--- src/rtl/vga_pkg.sv ---
// vga_pkg: shared constants and helpers for the VGA image-fetch path.
//   H_ACTIVE / V_ACTIVE : visible screen size in pixels
//   ZOOM_*              : encoding of the zoom select input
//   clog2               : address-width helper for image sizes
//   zoom_shift          : zoom code -> replication shift (unknown codes act as 1x)
//   rep_last            : last replica index for a given shift, (1<<s)-1
package vga_pkg;

    localparam int H_ACTIVE = 640;
    localparam int V_ACTIVE = 480;

    localparam logic [1:0] ZOOM_1X = 2'd0;
    localparam logic [1:0] ZOOM_2X = 2'd1;
    localparam logic [1:0] ZOOM_4X = 2'd2;

    function automatic int clog2(input int value);
        int r = 0;
        while ((1 << r) < value) r = r + 1;
        return r;
    endfunction

    function automatic logic [1:0] zoom_shift(input logic [1:0] zoom);
        case (zoom)
            ZOOM_2X: return 2'd1;
            ZOOM_4X: return 2'd2;
            default: return 2'd0;
        endcase
    endfunction

    function automatic logic [1:0] rep_last(input logic [1:0] shift);
        case (shift)
            2'd1:    return 2'd1;
            2'd2:    return 2'd3;
            default: return 2'd0;
        endcase
    endfunction

endpackage

--- src/rtl/scale_counter.sv ---
// scale_counter: replicate-then-advance counter used for nearest-neighbour zoom.
// Each index value is held for (1<<shift) steps, then advances by STEP.
//   clock, reset : pixel clock, asynchronous active-high reset
//   load         : clear replica and index (start of a row / frame)
//   step         : advance one replica position
//   hold         : suppress the index advance when the replica count wraps
//   shift        : replication shift (0 = 1x, 1 = 2x, 2 = 4x)
//   idx          : USE_NEXT=1 -> index after this cycle's update (column use)
//                  USE_NEXT=0 -> index in effect before the update (row use)
module scale_counter
    import vga_pkg::*;
#(
    parameter int IDX_W    = 17,
    parameter int STEP     = 1,
    parameter bit USE_NEXT = 1'b0
) (
    input  logic             clock,
    input  logic             reset,
    input  logic             load,
    input  logic             step,
    input  logic             hold,
    input  logic [1:0]       shift,
    output logic [IDX_W-1:0] idx
);

    logic [1:0]       rep_q, rep_d;
    logic [IDX_W-1:0] idx_q, idx_d;

    always_comb begin
        rep_d = rep_q;
        idx_d = idx_q;
        if (load) begin
            rep_d = '0;
            idx_d = '0;
        end else if (step) begin
            if (rep_q >= rep_last(shift)) begin
                rep_d = '0;
                if (!hold) idx_d = idx_q + IDX_W'(STEP);
            end else begin
                rep_d = rep_q + 2'd1;
            end
        end
        if (USE_NEXT) idx = idx_d;
        else          idx = load ? '0 : idx_q;
    end

    always_ff @(posedge clock or posedge reset) begin
        if (reset) begin
            rep_q <= '0;
            idx_q <= '0;
        end else begin
            rep_q <= rep_d;
            idx_q <= idx_d;
        end
    end

endmodule

--- src/rtl/vga_image_scaler.sv ---
// vga_image_scaler: image-fetch stage between the VGA timing driver and a
// synchronous image ROM. Generates ROM addresses incrementally (no multiplier)
// for an IMG_W x IMG_H image at (X0,Y0) with 1x/2x/4x replication, and
// outputs BG_COLOR outside the window. Latency from x_in/y_in to color_out is 2.
//   clock, reset   : pixel clock, asynchronous active-high reset
//   zoom           : 0=1x, 1=2x, 2=4x, 3=1x; sampled only at frame start
//   x_in, y_in     : next pixel coordinate from the driver
//   valid_in       : coordinate lies in the active area
//   mem_addr       : registered ROM address
//   mem_q          : ROM data, one cycle after mem_addr
//   color_out      : pixel colour to the driver
//   valid_out      : color_out belongs to an active pixel
module vga_image_scaler
    import vga_pkg::*;
#(
    parameter int IMG_W   = 320,
    parameter int IMG_H   = 240,
    parameter int X0      = 0,
    parameter int Y0      = 0,
    parameter int COORD_W = 10,
    parameter int COLOR_W = 8,
    parameter int ADDR_W  = clog2(IMG_W * IMG_H),
    parameter logic [COLOR_W-1:0] BG_COLOR = '0
) (
    input  logic               clock,
    input  logic               reset,
    input  logic [1:0]         zoom,
    input  logic [COORD_W-1:0] x_in,
    input  logic [COORD_W-1:0] y_in,
    input  logic               valid_in,
    output logic [ADDR_W-1:0]  mem_addr,
    input  logic [COLOR_W-1:0] mem_q,
    output logic [COLOR_W-1:0] color_out,
    output logic               valid_out
);

    localparam int LIM_W = COORD_W + 3;
    localparam logic [ADDR_W-1:0] LAST_BASE = ADDR_W'((IMG_H - 1) * IMG_W);

    logic              frame_start, ok_eff, in_win, at_x0;
    logic [1:0]        zoom_eff, shift;
    logic [LIM_W-1:0]  x_ext, y_ext, x_lim, y_lim, x_end;
    logic              col_load, col_step, row_step, row_hold;
    logic [ADDR_W-1:0] col_addr, row_base;

    logic [1:0]        zoom_q, zoom_d;
    logic              frame_ok_q, frame_ok_d;
    logic [ADDR_W-1:0] mem_addr_q, mem_addr_d;
    logic              in_win_p1_q, in_win_p1_d, vld_p1_q, vld_p1_d;
    logic              in_win_p2_q, in_win_p2_d, vld_p2_q, vld_p2_d;

    always_comb begin
        frame_start = valid_in && (x_in == '0) && (y_in == '0);
        // The frame-start pixel itself already uses the newly latched zoom.
        zoom_eff    = frame_start ? zoom : zoom_q;
        ok_eff      = frame_start || frame_ok_q;
        shift       = zoom_shift(zoom_eff);

        x_ext = LIM_W'(x_in);
        y_ext = LIM_W'(y_in);
        x_lim = LIM_W'(X0) + (LIM_W'(IMG_W) << shift);
        y_lim = LIM_W'(Y0) + (LIM_W'(IMG_H) << shift);
        // A window running off the right of the screen ends its rows at the
        // last visible column, otherwise the row counter would never step.
        x_end = (x_lim > LIM_W'(H_ACTIVE)) ? LIM_W'(H_ACTIVE - 1) : x_lim - LIM_W'(1);

        in_win = valid_in && ok_eff
              && (x_ext >= LIM_W'(X0)) && (x_ext < x_lim)
              && (y_ext >= LIM_W'(Y0)) && (y_ext < y_lim)
              && (y_ext < LIM_W'(V_ACTIVE));
        at_x0  = (x_ext == LIM_W'(X0));

        col_load = frame_start || (in_win && at_x0);
        col_step = in_win && !at_x0;
        row_step = in_win && (x_ext == x_end);
        row_hold = (row_base == LAST_BASE);

        zoom_d     = zoom_eff;
        frame_ok_d = ok_eff;
        mem_addr_d = in_win ? row_base + col_addr : mem_addr_q;

        in_win_p1_d = in_win;
        vld_p1_d    = valid_in;
        in_win_p2_d = in_win_p1_q;
        vld_p2_d    = vld_p1_q;
    end

    scale_counter #(.IDX_W(ADDR_W), .STEP(1), .USE_NEXT(1'b1)) u_col (
        .clock (clock),
        .reset (reset),
        .load  (col_load),
        .step  (col_step),
        .hold  (1'b0),
        .shift (shift),
        .idx   (col_addr)
    );

    scale_counter #(.IDX_W(ADDR_W), .STEP(IMG_W), .USE_NEXT(1'b0)) u_row (
        .clock (clock),
        .reset (reset),
        .load  (frame_start),
        .step  (row_step),
        .hold  (row_hold),
        .shift (shift),
        .idx   (row_base)
    );

    always_ff @(posedge clock or posedge reset) begin
        if (reset) begin
            zoom_q      <= '0;
            frame_ok_q  <= 1'b0;
            mem_addr_q  <= '0;
            in_win_p1_q <= 1'b0;
            vld_p1_q    <= 1'b0;
            in_win_p2_q <= 1'b0;
            vld_p2_q    <= 1'b0;
        end else begin
            zoom_q      <= zoom_d;
            frame_ok_q  <= frame_ok_d;
            // stage 1: address to ROM
            mem_addr_q  <= mem_addr_d;
            in_win_p1_q <= in_win_p1_d;
            vld_p1_q    <= vld_p1_d;
            // stage 2: ROM data arrives, select pixel or background
            in_win_p2_q <= in_win_p2_d;
            vld_p2_q    <= vld_p2_d;
        end
    end

    assign mem_addr  = mem_addr_q;
    assign color_out = in_win_p2_q ? mem_q : BG_COLOR;
    assign valid_out = vld_p2_q;

endmodule

--- config.mk ---
export PLATFORM = sky130hd
export DESIGN_NAME = vga_image_scaler
export DESIGN_NICKNAME = d
export VERILOG_FILES = /design/src/rtl/vga_pkg.sv /design/src/rtl/scale_counter.sv /design/src/rtl/vga_image_scaler.sv
export SDC_FILE = /design/constraint.sdc
export NUM_CORES = 1
export LEC_CHECK = 0
export ABC_AREA = 0
export CAP_MARGIN = 20
export CORE_MARGIN = 4
export CORE_UTILIZATION = 54
export CTS_CLUSTER_DIAMETER = 100
export DETAILED_ROUTE_END_ITERATION = 12
export PLACE_DENSITY_LB_ADDON = 0.3
export SETUP_SLACK_MARGIN = 0.02
export SYNTH_ARGS = -nofsm -noshare
export SYNTH_HDL_FRONTEND = slang
export SYNTH_SLANG_ARGS = --single-unit
--- constraint.sdc ---
create_clock -name clock -period 5.45 [get_ports clock]
set_input_delay 0.8175 -clock clock [delete_from_list [all_inputs] [get_ports clock]]
set_output_delay 0.8175 -clock clock [all_outputs]
set_load 0.03 [all_outputs]
# Word-level counts from Yosys, hierarchy flattened
# Index checks and enable logic that the tools add are counted.
# totals
reg_bits,62
inputBits,33
output_inout_bits,26
word_cells,73
# op_classes
n_addsub,6
shift,2
n_reduce_logical,18
muxes,23
eq_ne,7
n_lt_le_gt_ge,6
# op_table
cell,n
$mux 17,8
$lt 10x13->1,2
$mux 2,11
$logic_not 10->1,2
$add 17x1->17 const B,1
$add 17x17->17,1
$add 17x9->17 const B,1
$eq 17x17->1 const B,1
$eq 10x13->1,1
$gt 13x10->1 const B,1
$mux 13,1
$shl 8x2->13 const A,1
$shl 9x2->13 const A,1
$sub 13x1->13 const B,1
$lt 10x9->1 const B,1
$logic_and 1x1->1,9
$mux 8,1
$pmux 2 s2,2
$reduce_bool 2->1,3
$add 2x1->2 const B,2
$eq 2x1->1 const B,2
$eq 2x2->1 const B,2
$ge 2x2->1,2
$reduce_and 3->1,1
other kinds (3),4

# Logic depth before layout (Yosys ltp)
# Gate-level depths: netlist of the first run.
# depth
ltp_word,19
ltp_mapped,26
ltp_nobuf,24

# Cells and area by module
# Synthesis of the first run repeated with hierarchy kept, for this count alone.
# unflattened
cells_unflattened,457
hier_area_um2,4219.0
# by_module_without_submodules
mod,instances,cells_each,area_per_inst_um2,seq_area_each_um2
vga_image_scaler,1,245,2195.9,600.6
scale_counter at u_col,1,120,1133.6,475.5
scale_counter at u_row,1,92,889.6,325.3

# Worst setup path before layout of the first run
# OpenSTA, ideal clock, no wires.
# synth_timing
path_type,input-to-reg
startpoint,in x_in[0]
endpoint,"reg mem_addr_q[15], in the netlist mem_addr[15]"
cell_stages,22
required_ns,5.308
setup_time_ns,0.142
n_path_buf,2
arrival_ns,5.532
slack_ns,-0.223
cell_sequence,nor4_2 nand3_2 nor2_1 buf_2 mux2_2 ha_1 inv_1 ha_1 o211ai_1 a21oi_1 o31ai_2 buf_4 nand4_1 or3_1 a21oi_1 ha_1 a21oi_1 nor3b_1 a211oi_1 o31ai_1 xor2_1 o21ai_0
# synth_between
elab_chain_cells,15
elab_cells_between_ends,31
cone_classes,add/sub (1); order compare (3); eq/ne (4); shift (2); mux (9); reduce/logical (12)
# synth_lines
element,line,text
from (decl),vga_image_scaler.sv:28,"input logic [COORD_W-1:0] x_in,"
$logic_not 10->1 *,vga_image_scaler.sv:53,frame_start = valid_in && (x_in == '0) && (y_in == '0);
$logic_and 1x1->1 * (2 in a row),vga_image_scaler.sv:53,
$mux 2 *,vga_image_scaler.sv:55,zoom_eff = frame_start ? zoom : zoom_q;
named net zoom_d[1],vga_image_scaler.sv:46,"logic [1:0] zoom_q, zoom_d;"
$eq 2x2->1 / $eq 2x1->1 (equally long branches),vga_pkg.sv:23,case (zoom)
$pmux 2 s2 *,vga_pkg.sv:23,
$shl 9x2->13 (tied with other cells),vga_image_scaler.sv:61,x_lim = LIM_W'(X0) + (LIM_W'(IMG_W) << shift);
$lt 10x13->1 / $pmux 2 s2 (equally long branches),"vga_image_scaler.sv:68, vga_pkg.sv:31",
$logic_and 1x1->1 / $mux 2 (equally long branches),"vga_image_scaler.sv:68, scale_counter.sv:35",
$logic_and 1x1->1 / $mux 2 (equally long branches),"vga_image_scaler.sv:69, scale_counter.sv:32",
$logic_and 1x1->1 / $ge 2x2->1 (equally long branches),"vga_image_scaler.sv:70, scale_counter.sv:36",
$logic_and 1x1->1 (tied with other cells),vga_image_scaler.sv:74,col_step = in_win && !at_x0;
$mux 17 / $logic_or 1x1->1 (equally long branches),"scale_counter.sv:35, vga_image_scaler.sv:73",
$mux 17 *,scale_counter.sv:32,if (load) begin
named net col_addr[8],vga_image_scaler.sv:44,"logic [ADDR_W-1:0] col_addr, row_base;"
$add 17x17->17 *,vga_image_scaler.sv:80,mem_addr_d = in_win ? row_base + col_addr : mem_addr_q;
to (signal assigned),vga_image_scaler.sv:121,mem_addr_q <= mem_addr_d;
to (decl),vga_image_scaler.sv:48,"logic [ADDR_W-1:0] mem_addr_q, mem_addr_d;"
# Mark *: on every way through the listed nets, which the timed path passes. The rest lies on a longest branch. The select of a mux whose other input is x is not followed.
# A chain may end at the register's enable or synchronous reset.

# Worst setup path after layout of the first run
# layout_timing
startpoint,in y_in[2]
endpoint,"reg mem_addr_q[16], in the netlist mem_addr[16]"
# layout_between
elab_chain_cells,14
elab_cells_between_ends,30
cone_classes,add/sub (1); order compare (4); eq/ne (4); shift (2); mux (9); reduce/logical (10)
# layout_lines
element,line,text
from (decl),vga_image_scaler.sv:29,"input logic [COORD_W-1:0] y_in,"
$logic_not 10->1,vga_image_scaler.sv:53,
$logic_and 1x1->1,vga_image_scaler.sv:53,
$mux 2,vga_image_scaler.sv:55,
$eq 2x2->1 / $eq 2x1->1 (equally long branches),vga_pkg.sv:23,
$pmux 2 s2,vga_pkg.sv:23,
$shl 9x2->13 (tied with other cells),vga_image_scaler.sv:61,
$lt 10x13->1 / $pmux 2 s2 (equally long branches),"vga_image_scaler.sv:68, vga_pkg.sv:31",
$logic_and 1x1->1 / $mux 2 (equally long branches),"vga_image_scaler.sv:68, scale_counter.sv:35",
$logic_and 1x1->1 / $mux 2 (equally long branches),"vga_image_scaler.sv:69, scale_counter.sv:32",
$logic_and 1x1->1 / $ge 2x2->1 (equally long branches),"vga_image_scaler.sv:70, scale_counter.sv:36",
$logic_and 1x1->1 (tied with other cells),vga_image_scaler.sv:74,
$mux 17 / $logic_or 1x1->1 (equally long branches),"scale_counter.sv:35, vga_image_scaler.sv:73",
$mux 17 *,scale_counter.sv:32,
named net col_addr[10],vga_image_scaler.sv:44,
$add 17x17->17 *,vga_image_scaler.sv:80,
# Marked as above.

==> results of run 1 <==
==> layout make-up <==
type | count | area [um^2]
multi-input combinational | 347 | 2699
sequential | 56 | 1401
fill | 451 | 1324
timing repair buffer | 129 | 1121
tap | 96 | 120.1
clock buffer | 6 | 82.58
inverter | 18 | 70.07
clock inverter | 2 | 13.76
==> logic make-up (layout without fill, tap and decap cells) <==
group | after synthesis | after routing | share of synthesized area, %
xor gates and xnor gates | 32 | 32 | 7.327
adders and majority gates | 35 | 35 | 11.65
muxes | 5 | 5 | 1.374
and+or+nand+nor | 178 | 178 | 25.84
buffers and inverters | 26 | 155 | 2.682
DFF | 56 | 56 | 36.64
AOI/OAI and AO/OA | 90 | 90 | 14.39
other | 1 | 7 | 0.09804
==> cell usage after synthesis, types with 2 or more instances <==
| master | count | area share [%] |
|---|---|---|
| nand3_1 | 15 | 2.0 |
| and2_1 | 10 | 1.6 |
| nor4b_2 | 2 | 0.79 |
| and3_1 | 4 | 0.65 |
| o21ai_0 | 32 | 4.2 |
| nand3_2 | 2 | 0.52 |
| a211oi_1 | 3 | 0.59 |
| inv_1 | 18 | 1.8 |
| o31ai_1 | 2 | 0.39 |
| nor2_1 | 34 | 3.3 |
| mux2i_1 | 3 | 0.79 |
| clkbuf_1 | 6 | 0.59 |
| nand3b_1 | 3 | 0.59 |
| mux2_2 | 2 | 0.59 |
| dfrtp_1 | 56 | 37 |
| nand2_1 | 42 | 4.1 |
| ha_1 | 34 | 11 |
| a31oi_1 | 4 | 0.65 |
| or4_1 | 2 | 0.39 |
| nor4_2 | 4 | 1.3 |
| or3_1 | 9 | 1.5 |
| nor3b_1 | 2 | 0.39 |
| a21oi_1 | 26 | 3.4 |
| o211ai_1 | 3 | 0.59 |
| xnor2_1 | 19 | 4.4 |
| nor2b_1 | 10 | 1.6 |
| nand2b_1 | 5 | 0.82 |
| nor3_1 | 12 | 1.6 |
| nand4_1 | 9 | 1.5 |
| a21o_1 | 7 | 1.4 |
| nor4_1 | 4 | 0.65 |
| xor2_1 | 13 | 3.0 |
| o21bai_1 | 3 | 0.59 |
==> metal layers <==
metal | GRT usage (%) | wire length, um
met4 | 7.797 | 342
met1 | 29.99 | 4309
met2 | 45.07 | 5711
met5 | 0 | 0
met3 | 4.020 | 496
==> worst reg2reg max path, cell delays in order (launching register included) <==
cell and delay [ns]:
dfrtp_1 0.37, mux2_4 0.31, ha_4 0.25, buf_6 0.12, ha_4 0.14, a221o_1 0.37
o31ai_4 0.35, nand4_1 0.24, or3_4 0.41, a21oi_4 0.22, ha_4 0.19, nand4_1 0.12
nor2_1 0.16, nand3_1 0.12, nand3b_1 0.15, a31oi_2 0.12, or4_1 0.50, nand3_1 0.09
==> timing repair <==
action                                 4_1_cts  5_1_grt
resized for setup                           42       59
pin swaps                                   44       36
endpoints found under the hold margin        0        0
cloned                                       0        0
setup endpoints to repair                    8        8
buffers inserted                             9        6
==> metrics by stage <==
step                instance area [um^2]  total power [mW]  setup WS (ns)  hold WS [ns]  utilization, %
floorplan                           3894            0.4488        0.02051        0.3312               -
global placement                    4995            0.4896        -0.4995        0.3344           73.11
detailed placement                  4995            0.4912        -0.7305        0.3397           73.11
CTS                                 5295            0.7354        0.02022        0.3641           77.51
global route                        5508            0.7694        -0.1132        0.3783           80.62
finish                              5508            0.7391         0.1725        0.3621           80.62
==> power breakdown <==
part           internal (mW)  switching (mW)
clock network          0.104           0.143
logic                 0.0378          0.0374
registers              0.416        0.000193
==> cell usage in the layout, fill, tap and decap left out, types with 4 or more instances in the layout <==
| cell | n |
|---|---|
| nor2_1 | 31 |
| nand2_1 | 42 |
| and2_1 | 10 |
| xnor2_1 | 19 |
| inv_1 | 14 |
| nor2b_1 | 10 |
| clkdlybuf4s50_1 | 37 |
| xor2_1 | 13 |
| or3_1 | 8 |
| clkbuf_8 | 6 |
| buf_6 | 4 |
| nand3_1 | 15 |
| nand2b_1 | 5 |
| dlymetal6s2s_1 | 9 |
| and3_1 | 4 |
| dfrtp_1 | 56 |
| o21ai_0 | 27 |
| nor3_1 | 7 |
| conb_1 | 7 |
| nand4_1 | 9 |
| a21oi_1 | 18 |
| ha_1 | 24 |
| a21o_1 | 7 |
| a21oi_2 | 6 |
| buf_4 | 67 |
| nor4_4 | 5 |
| ha_4 | 9 |
| clkbuf_2 | 8 |
==> flip-flops by register name (all words and copies together) (netlist names) <==
signal       count
frame_ok_q       1
in_win_p1_q      1
in_win_p2_q      1
mem_addr        17
u_col.idx_q     17
u_col.rep_q      2
u_row.idx_q     11
u_row.rep_q      2
valid_out        1
vld_p1_q         1
zoom_q           2
==> path summary, 6_finish.rpt <==
check                             endpoint  slack [ns]   startpoint  cells past startpoint
max in group asynchronous  u_row.idx_q[11]        3.95        reset                      3
setup reg to reg              mem_addr[16]        1.15    zoom_q[1]                     17
setup / recovery              mem_addr[16]        0.17      y_in[2]                     22
min in group asynchronous       frame_ok_q        1.01        reset                      3
hold reg to reg                in_win_p2_q        0.36  in_win_p1_q                      0
hold / removal                 in_win_p2_q        0.36  in_win_p1_q                      0
==> flow_summary.yaml, run 1 <==
detailed_routing:
  ant_nets: 0
  via_per_inst: 5.598
  wl_um: 10860
  post_drt_wl_per_cell_um: 16.61
  route.detailed.drc: 0
  vias: 3661
  drt_iter0_markers: 159
  drt-pass1-iter-count: 5
timing:
  worst_pin_slew_ns: 0.7297
  clock.fmax_ghz: 0.1895
  setup_violations: 0
  fin_crit_ns: 5.278
  final.setup_skew_ns: 0.008930
  finalMaxSlewViolations: 0
  slew_headroom_pct: 51.35
  fin_tns_setup_ns: 0
  finalHoldViolCount: 0
  fin_crit_sh_pct: 96.84
critical_path:
  startpoint_type: "input pin"
  worst-path-max-fanout: 4
  required_ns: 5.71
  critPathCaptureType: "register"
  slowest_delay_ns: 0.50
  crit_type: "input pin to register"
  cp_data_arrival_time_ns: 5.54
  crit_buf_inv: 3
  crit_family: "simple AND/OR/NAND/NOR gates"
  cp_slowest_cell: "or4_1"
  crit_chain: "dlymetal6s2s_1 > nor3_2 > nand4_1 > nor2_4 > mux2i_4 > buf_6 > ha_4 > buf_6 > ha_4 > a221o_1 > o31ai_4 > nand4_1 > or3_4 > a21oi_4 > ha_4 > nand4_1 > nor2_1 > nand3_1 > nand3b_1 > a31oi_2 > or4_1 > nand3_1"
yosys:
  synth.cell_area_mm2: 0.003825
  seq_area_frac_synth_pct: 36.64
  synth_flop_cell: "dfrtp_1"
  netlist_instances: 423
  synth_cell_type_count: 56
  async_reset_ff_share_pct: 100.0
  yosysWarnings: 0
  avgSynthCellArea_um2: 9.042
  synth_edf_count: 0
  synth_seq_cells: 56
global_routing:
  grt_pass1_vias: 3620
  overflow: 0
  antenna_found_initial: 0
  grt_max_degree: 57
  grt_first_pass_wirelength_um: 17170
  grt_use_total_pct: 24.86
placement:
  dp_hpwl_um: 7406
  numPortBuffers: 58
  place.gp.congestion: 0.8488
  dp.cells: 631
clocking:
  hold_buffers: 0
  htree_levels: 2
  cts_tree: "done"
  max-clock-path-buffers: 2
  root_buffer: "clkbuf_8"
  clock_latency_ns: 0.32
  path_clk_slew_ns: 0.10
  cts.sinks: 56
  numCtsBuffers: 5
die:
  io_pins: 59
  die_h_um: 92.16
  rows: 30
  dieArea_mm2: 0.008493
  core_area_mm2: 0.006832
  die_x_um: 92.16
  start_util_pct: 55.99
final_layout:
  final_nets: 625
  layout-drive-gt1-share_pct: 26.52
  antenna_cells: 0
  area_delta_synth_final_pct: 44.00
  layout.cells.non_filler: 654
power_and_ir_drop:
  ir_drop_mv: 0.1284
  power_density_mw_per_mm2: 134.2
  power.leakage_nw: 2.569
status:
  outcome: "complete, no violations"
job:
  max_cap_violations: 0
hold_path:
  hp-class: "register to register"
Note: power is estimated with default switching activity, not from simulation.
==> run 2: changes to the inputs <==
--- a/config.mk
+++ b/config.mk
@@ -11,7 +11,7 @@
 export CORE_UTILIZATION = 54
 export CTS_CLUSTER_DIAMETER = 100
 export DETAILED_ROUTE_END_ITERATION = 12
-export PLACE_DENSITY_LB_ADDON = 0.3
+export PLACE_DENSITY = 0.84
 export SETUP_SLACK_MARGIN = 0.02
 export SYNTH_ARGS = -nofsm -noshare
 export SYNTH_HDL_FRONTEND = slang
==> run 2 against run 1 <==
Combinational power down 4.4%; fmax fell by 5.1%; clock skew decreased by 0.0040 ns; the flow now finishes with violations (setup timing); critical path depth up 1; critical path type unchanged; routed wire length increased by 9.8%; hold slack worse by 0.0024 ns; die area stayed put; cell area up 0.66%; largest power group unchanged; register-to-register slack lost 0.29 ns; clock power up 17%; final cell count increased by 2.1%.
==> flow_summary.yaml, run 2 (synthesis gave the netlist of run 1 again) <==
status:
  outcome: "finished with violations"
  violations: "setup timing"
detailed_routing:
  vias: 3969
  wl_um: 11930
  ant_nets: 0
  post_drt_wl_per_cell_um: 17.86
  route.detailed.drc: 0
  drt_iter0_markers: 296
  drt-pass1-iter-count: 6
  via_per_inst: 5.942
timing:
  finalHoldViolCount: 0
  setup_violations: 4
  fin_tns_setup_ns: -0.2488
  final.setup_skew_ns: 0.004887
  finalMaxSlewViolations: 0
  rsz0062_at_grt: "true"
  slew_headroom_pct: 50.67
  clock.fmax_ghz: 0.1799
  worst_pin_slew_ns: 0.7399
  fin_crit_sh_pct: 102.0
  layout_setup_ws_ns: -0.1087
  fin_crit_ns: 5.559
critical_path:
  startpoint_type: "input pin"
  rr_worst_depth: 21
  r2r_setup_slack_ns: 0.86
  crit_type: "input pin to register"
  required_ns: 5.71
  reg2reg_from: "zoom_q[1]"
  cp_data_arrival_time_ns: 5.82
  worst-path-max-fanout: 4
  worstReg2RegEnd: "mem_addr[16]"
  critPathCaptureType: "register"
final_layout:
  layout.cells.non_filler: 668
  final_nets: 639
  antenna_cells: 0
  area_delta_synth_final_pct: 44.95
  final_common_cell: "buf_4"
  final_cell_mix: "81 x buf_4, 56 x dfrtp_1, 41 x nand2_1"
  fillCellCount: 413
  layout-drive-gt1-share_pct: 27.27
hold_path:
  hold_path.startpoint: "in_win_p1_q"
  min_delay_path_depth: 0
  hp-class: "register to register"
  min_to: "in_win_p2_q"
global_routing:
  use_met1_pct: 31.81
  grt_use_total_pct: 25.94
  gr-usage-met3_pct: 3.938
  overflow: 0
  grt_pass1_vias: 3839
  grt_first_pass_wirelength_um: 18040
  use_met2_pct: 47.45
  antenna_found_initial: 0
  busiest_layer: "met2"
  grt_max_degree: 57
placement:
  numPortBuffers: 58
  dp.cells: 630
  place_ws_ns: -0.7209
  place.gp.congestion: 0.8885
  dp_hpwl_um: 7374
die:
  core_area_mm2: 0.006832
  rows: 30
  io_pins: 59
  die_h_um: 92.16
  die_x_um: 92.16
  start_util_pct: 55.99
  dieArea_mm2: 0.008493
power_and_ir_drop:
  ir_drop_mv: 0.1166
  power_uw: 776.9
  power.leakage_nw: 2.587
  power_density_mw_per_mm2: 140.1
clocking:
  root_buffer: "clkbuf_8"
  cts_tree: "done"
  htree_levels: 2
  hold_buffers: 0
  cts.sinks: 56
  clock_latency_ns: 0.32
  path_clk_slew_ns: 0.11
  max-clock-path-buffers: 2
  numCtsBuffers: 5
job:
  max_cap_violations: 0
[run 2: changes by cell type in the layout (fill, tap and decap cells not counted), moves of 2 or more]
cell,previous run,this run
buf_4,67,81
ha_4,9,6
nor3_4,3,0
a21oi_1,18,20
ha_1,24,26
nor3_2,2,4
nor4_2,2,4
nor4_4,5,3
o21ai_0,27,29
o21ai_2,3,1
o31ai_2,0,2
[run 2: per-layer routing]
metal	up-vias	share of wire [%]
met4	0	3.5
met5	-	0
met3	47	6.0
met1	1912	38
li1	1799	-
met2	211	52
[run 2: area by class of cell]
type	count	area, um^2	share of cell area (%)
multi-input combinational	347	2603	46.94
sequential	56	1401	25.28
timing repair buffer	143	1235	22.27
tap	96	120.1	2.167
inverter	18	70.07	1.264
clock buffer	5	68.82	1.241
clock inverter	3	46.29	0.8350
[run 2: what timing repair did]
item / 4_1_cts / 5_1_grt
setup buffers: 23 / 7
setup endpoints to repair: 8 / 8
resized for setup: 32 / 59
pin swaps: 25 / 31
[run 2: worst max-delay path by stage]
stage          slack [ns]    start            to  cells after the start
3_3_place_gp        -0.53  y_in[6]  mem_addr[16]                     22
5_1_grt             -0.28  y_in[0]  mem_addr[15]                     24
4_1_cts              0.02  x_in[0]  mem_addr[16]                     24
2_1_floorplan        0.02  x_in[1]  mem_addr[16]                     23
6_report            -0.11  x_in[0]  mem_addr[16]                     23
3_5_place_dp        -0.72  x_in[1]  mem_addr[16]                     22
[run 2: worst max-delay path, stage by stage]
cell and delay [ns]:
dlymetal6s2s_1 0.14, nor4_2 0.30, nand3_2 0.16, nor2_4 0.18, mux2i_4 0.28, buf_6 0.13
ha_4 0.21, buf_6 0.12, ha_4 0.14, a221o_1 0.35, o31ai_2 0.30, buf_4 0.16
nand4_1 0.20, or3_1 0.41, a21oi_1 0.31, ha_2 0.32, nand4_1 0.14, nor2_1 0.12
nand3_1 0.10, nand3b_1 0.17, a31oi_4 0.11, or4_1 0.52, nand3_1 0.10
[run 2: where the power goes]
| part | switching [mW] | internal (mW) |
|---|---|---|
| Sequential | 0.000175 | 0.416 |
| Combinational | 0.0356 | 0.0363 |
| Clock | 0.150 | 0.139 |
[run 2: metrics by stage]
| stage | util, % | area, um^2 | hold slack [ns] |
|---|---|---|---|
| 2_1_floorplan | - | 3894 | 0.3312 |
| 3_3_place_gp | 73.00 | 4987 | 0.3333 |
| 3_5_place_dp | 73.00 | 4987 | 0.3371 |
| 4_1_cts | 78.35 | 5353 | 0.3621 |
| 5_1_grt | 81.15 | 5544 | 0.3717 |
| 6_report | 81.15 | 5544 | 0.3596 |
==> run 3: changes to the inputs <==
--- a/config.mk
+++ b/config.mk
@@ -12,7 +12,6 @@
 export CTS_CLUSTER_DIAMETER = 100
 export DETAILED_ROUTE_END_ITERATION = 12
 export PLACE_DENSITY = 0.84
-export SETUP_SLACK_MARGIN = 0.02
 export SYNTH_ARGS = -nofsm -noshare
 export SYNTH_HDL_FRONTEND = slang
 export SYNTH_SLANG_ARGS = --single-unit
==> run 3 against run 2 <==
The flow now finishes without violations; critical endpoint unchanged; largest cell class unchanged; sequential power is essentially flat; largest power group unchanged; first-iteration DRC count increased by 4.1%; fmax increased by 3.0%; clock skew up 0.0054 ns; non-clock buffer count shrank 16; critical path type unchanged; cell area down 2.3%; critical path depth shrank 1; die area unchanged; register-to-register slack gained 0.16 ns; combinational power is 0.7% lower; highest routed layer unchanged; global-route usage decreased by 1.2 points.
==> flow_summary.yaml, run 3 (synthesis gave the netlist of run 1 again) <==
status:
  outcome: "complete, no violations"
power_and_ir_drop:
  ir_drop_mv: 0.1635
  combinationalPowerShare_pct: 9.7
  p_seq_share_pct: 56.6
  intPower_uw: 547.3
  switchingPower_uw: 187.5
  clkPwrFrac_pct: 33.7
  switching_share_pct: 25.52
  power_density_mw_per_mm2: 135.6
  power.leakage_nw: 2.582
placement:
  numPortBuffers: 58
  place_area_mm2: 0.004966
  place.gp.congestion: 0.9066
  place_ws_ns: -0.6529
  dp_hpwl_um: 7624
timing:
  layout_setup_ws_ns: 0.05520
  worst_pin_slew_ns: 0.7280
  fin_crit_ns: 5.395
  slew_headroom_pct: 51.47
  clock.fmax_ghz: 0.1854
  fin_crit_sh_pct: 98.99
  finalHoldViolCount: 0
  final.setup_skew_ns: 0.01029
  finalMaxSlewViolations: 0
  setup_violations: 0
global_routing:
  use_met1_pct: 28.14
  busiest_layer: "met2"
  use_met2_pct: 46.72
  grt_pass1_vias: 3758
  antenna_found_initial: 0
  grt_use_total_pct: 24.71
  gr-usage-met3_pct: 4.348
  overflow: 0
  grt_first_pass_wirelength_um: 17260
  grt_max_degree: 57
clocking:
  cts_tree: "done"
  htree_levels: 2
  max-clock-path-buffers: 2
  root_buffer: "clkbuf_8"
  clock_latency_ns: 0.33
  path_clk_slew_ns: 0.11
  hold_buffers: 0
  numCtsBuffers: 5
  cts.sinks: 56
detailed_routing:
  wl_um: 11410
  drt-pass1-iter-count: 5
  drt_iter0_markers: 308
  via_per_inst: 5.879
  ant_nets: 0
  route.detailed.drc: 0
  post_drt_wl_per_cell_um: 17.50
  vias: 3833
critical_path:
  worst-path-max-fanout: 5
  startpoint_type: "input pin"
  cp_data_arrival_time_ns: 5.66
  required_ns: 5.71
  critPathCaptureType: "register"
  crit_type: "input pin to register"
final_layout:
  final_area_mm2: 0.005419
  final_cell_mix: "68 x buf_4, 56 x dfrtp_1, 41 x nand2_1"
  fillCellCount: 443
  area_delta_synth_final_pct: 41.67
  final_util_pct: 79.32
  antenna_cells: 0
  regArea_mm2: 0.001401
  layout-drive-gt1-share_pct: 24.64
  final_nets: 623
  multi_input_area_mm2: 0.002608
  final_common_cell: "buf_4"
hold_path:
  hp-class: "register to register"
die:
  io_pins: 59
  die_h_um: 92.16
  start_util_pct: 55.99
  core_area_mm2: 0.006832
  die_x_um: 92.16
  dieArea_mm2: 0.008493
  rows: 30
job:
  max_cap_violations: 0
[run 3: timing repair]
item / CTS / global route
resized for setup: 21 / 53
pin swaps: 24 / 34
endpoints found under the setup margin: 8 / 8
buffers inserted: 3 / 11
[run 3: power by group through the flow]
stage / clock (mW) / combinational, mW / sequential, mW
global placement: 0 / 0.0647 / 0.424
finish: 0.247 / 0.0714 / 0.416
global route: 0.268 / 0.0770 / 0.416
CTS: 0.251 / 0.0670 / 0.416
floorplan: 0 / 0.0237 / 0.425
detailed placement: 0 / 0.0667 / 0.424
[run 3: layout make-up]
type,instances,share of cell area (%)
clock inverters,3,0.5080
clock buffers,5,1.270
multi-input cells,347,48.12
repair buffers,127,20.73
inverters,18,1.293
well taps,96,2.217
flip-flops and latches,56,25.86
[run 3: stage by stage]
stage                     instances  hold slack, ns  setup TNS, ns  power (mW)
after floorplan                 429          0.3312              0      0.4488
after global placement          630          0.3347         -2.910      0.4891
after detailed placement        630          0.3435         -4.132      0.4910
after CTS                       641          0.3632              0      0.7343
after global routing            652          0.3652        -0.4508      0.7618
final                           652          0.3569              0      0.7348
[run 3: critical path, cell delays in order]
cell      delay (ns)
buf_6           0.09
nor4_2          0.24
nand4_1         0.21
nor2_4          0.24
mux2i_2         0.29
buf_4           0.18
ha_4            0.16
inv_2           0.05
ha_4            0.20
a221o_1         0.39
o31ai_4         0.36
nand4_1         0.29
or3_4           0.42
a21oi_2         0.22
ha_4            0.18
nand4_1         0.17
nor2_1          0.16
nand3_1         0.11
nand3b_1        0.18
a31oi_4         0.11
or4_1           0.50
nand3_1         0.09
[run 3: path summary, 6_finish.rpt]
check	startpoint	depth (start not counted)	to	slack [ns]
min in group asynchronous	reset	3	zoom_q[1]	1.00
max in group asynchronous	reset	3	mem_addr[13]	3.97
hold reg to reg	in_win_p1_q	0	in_win_p2_q	0.36
setup reg to reg	zoom_q[1]	18	mem_addr[16]	1.02
hold / removal	in_win_p1_q	0	in_win_p2_q	0.36
setup / recovery	y_in[4]	22	mem_addr[16]	0.06
[run 3: routing by layer]
metal  part of all wire (%)  vias to the layer above  wire length, um
met4                    3.4                        0              384
met2                     52                      157             5936
met3                    5.3                       50              606
met1                     39                     1854             4479
met5                      0                        -                0
li1                       -                     1772                -
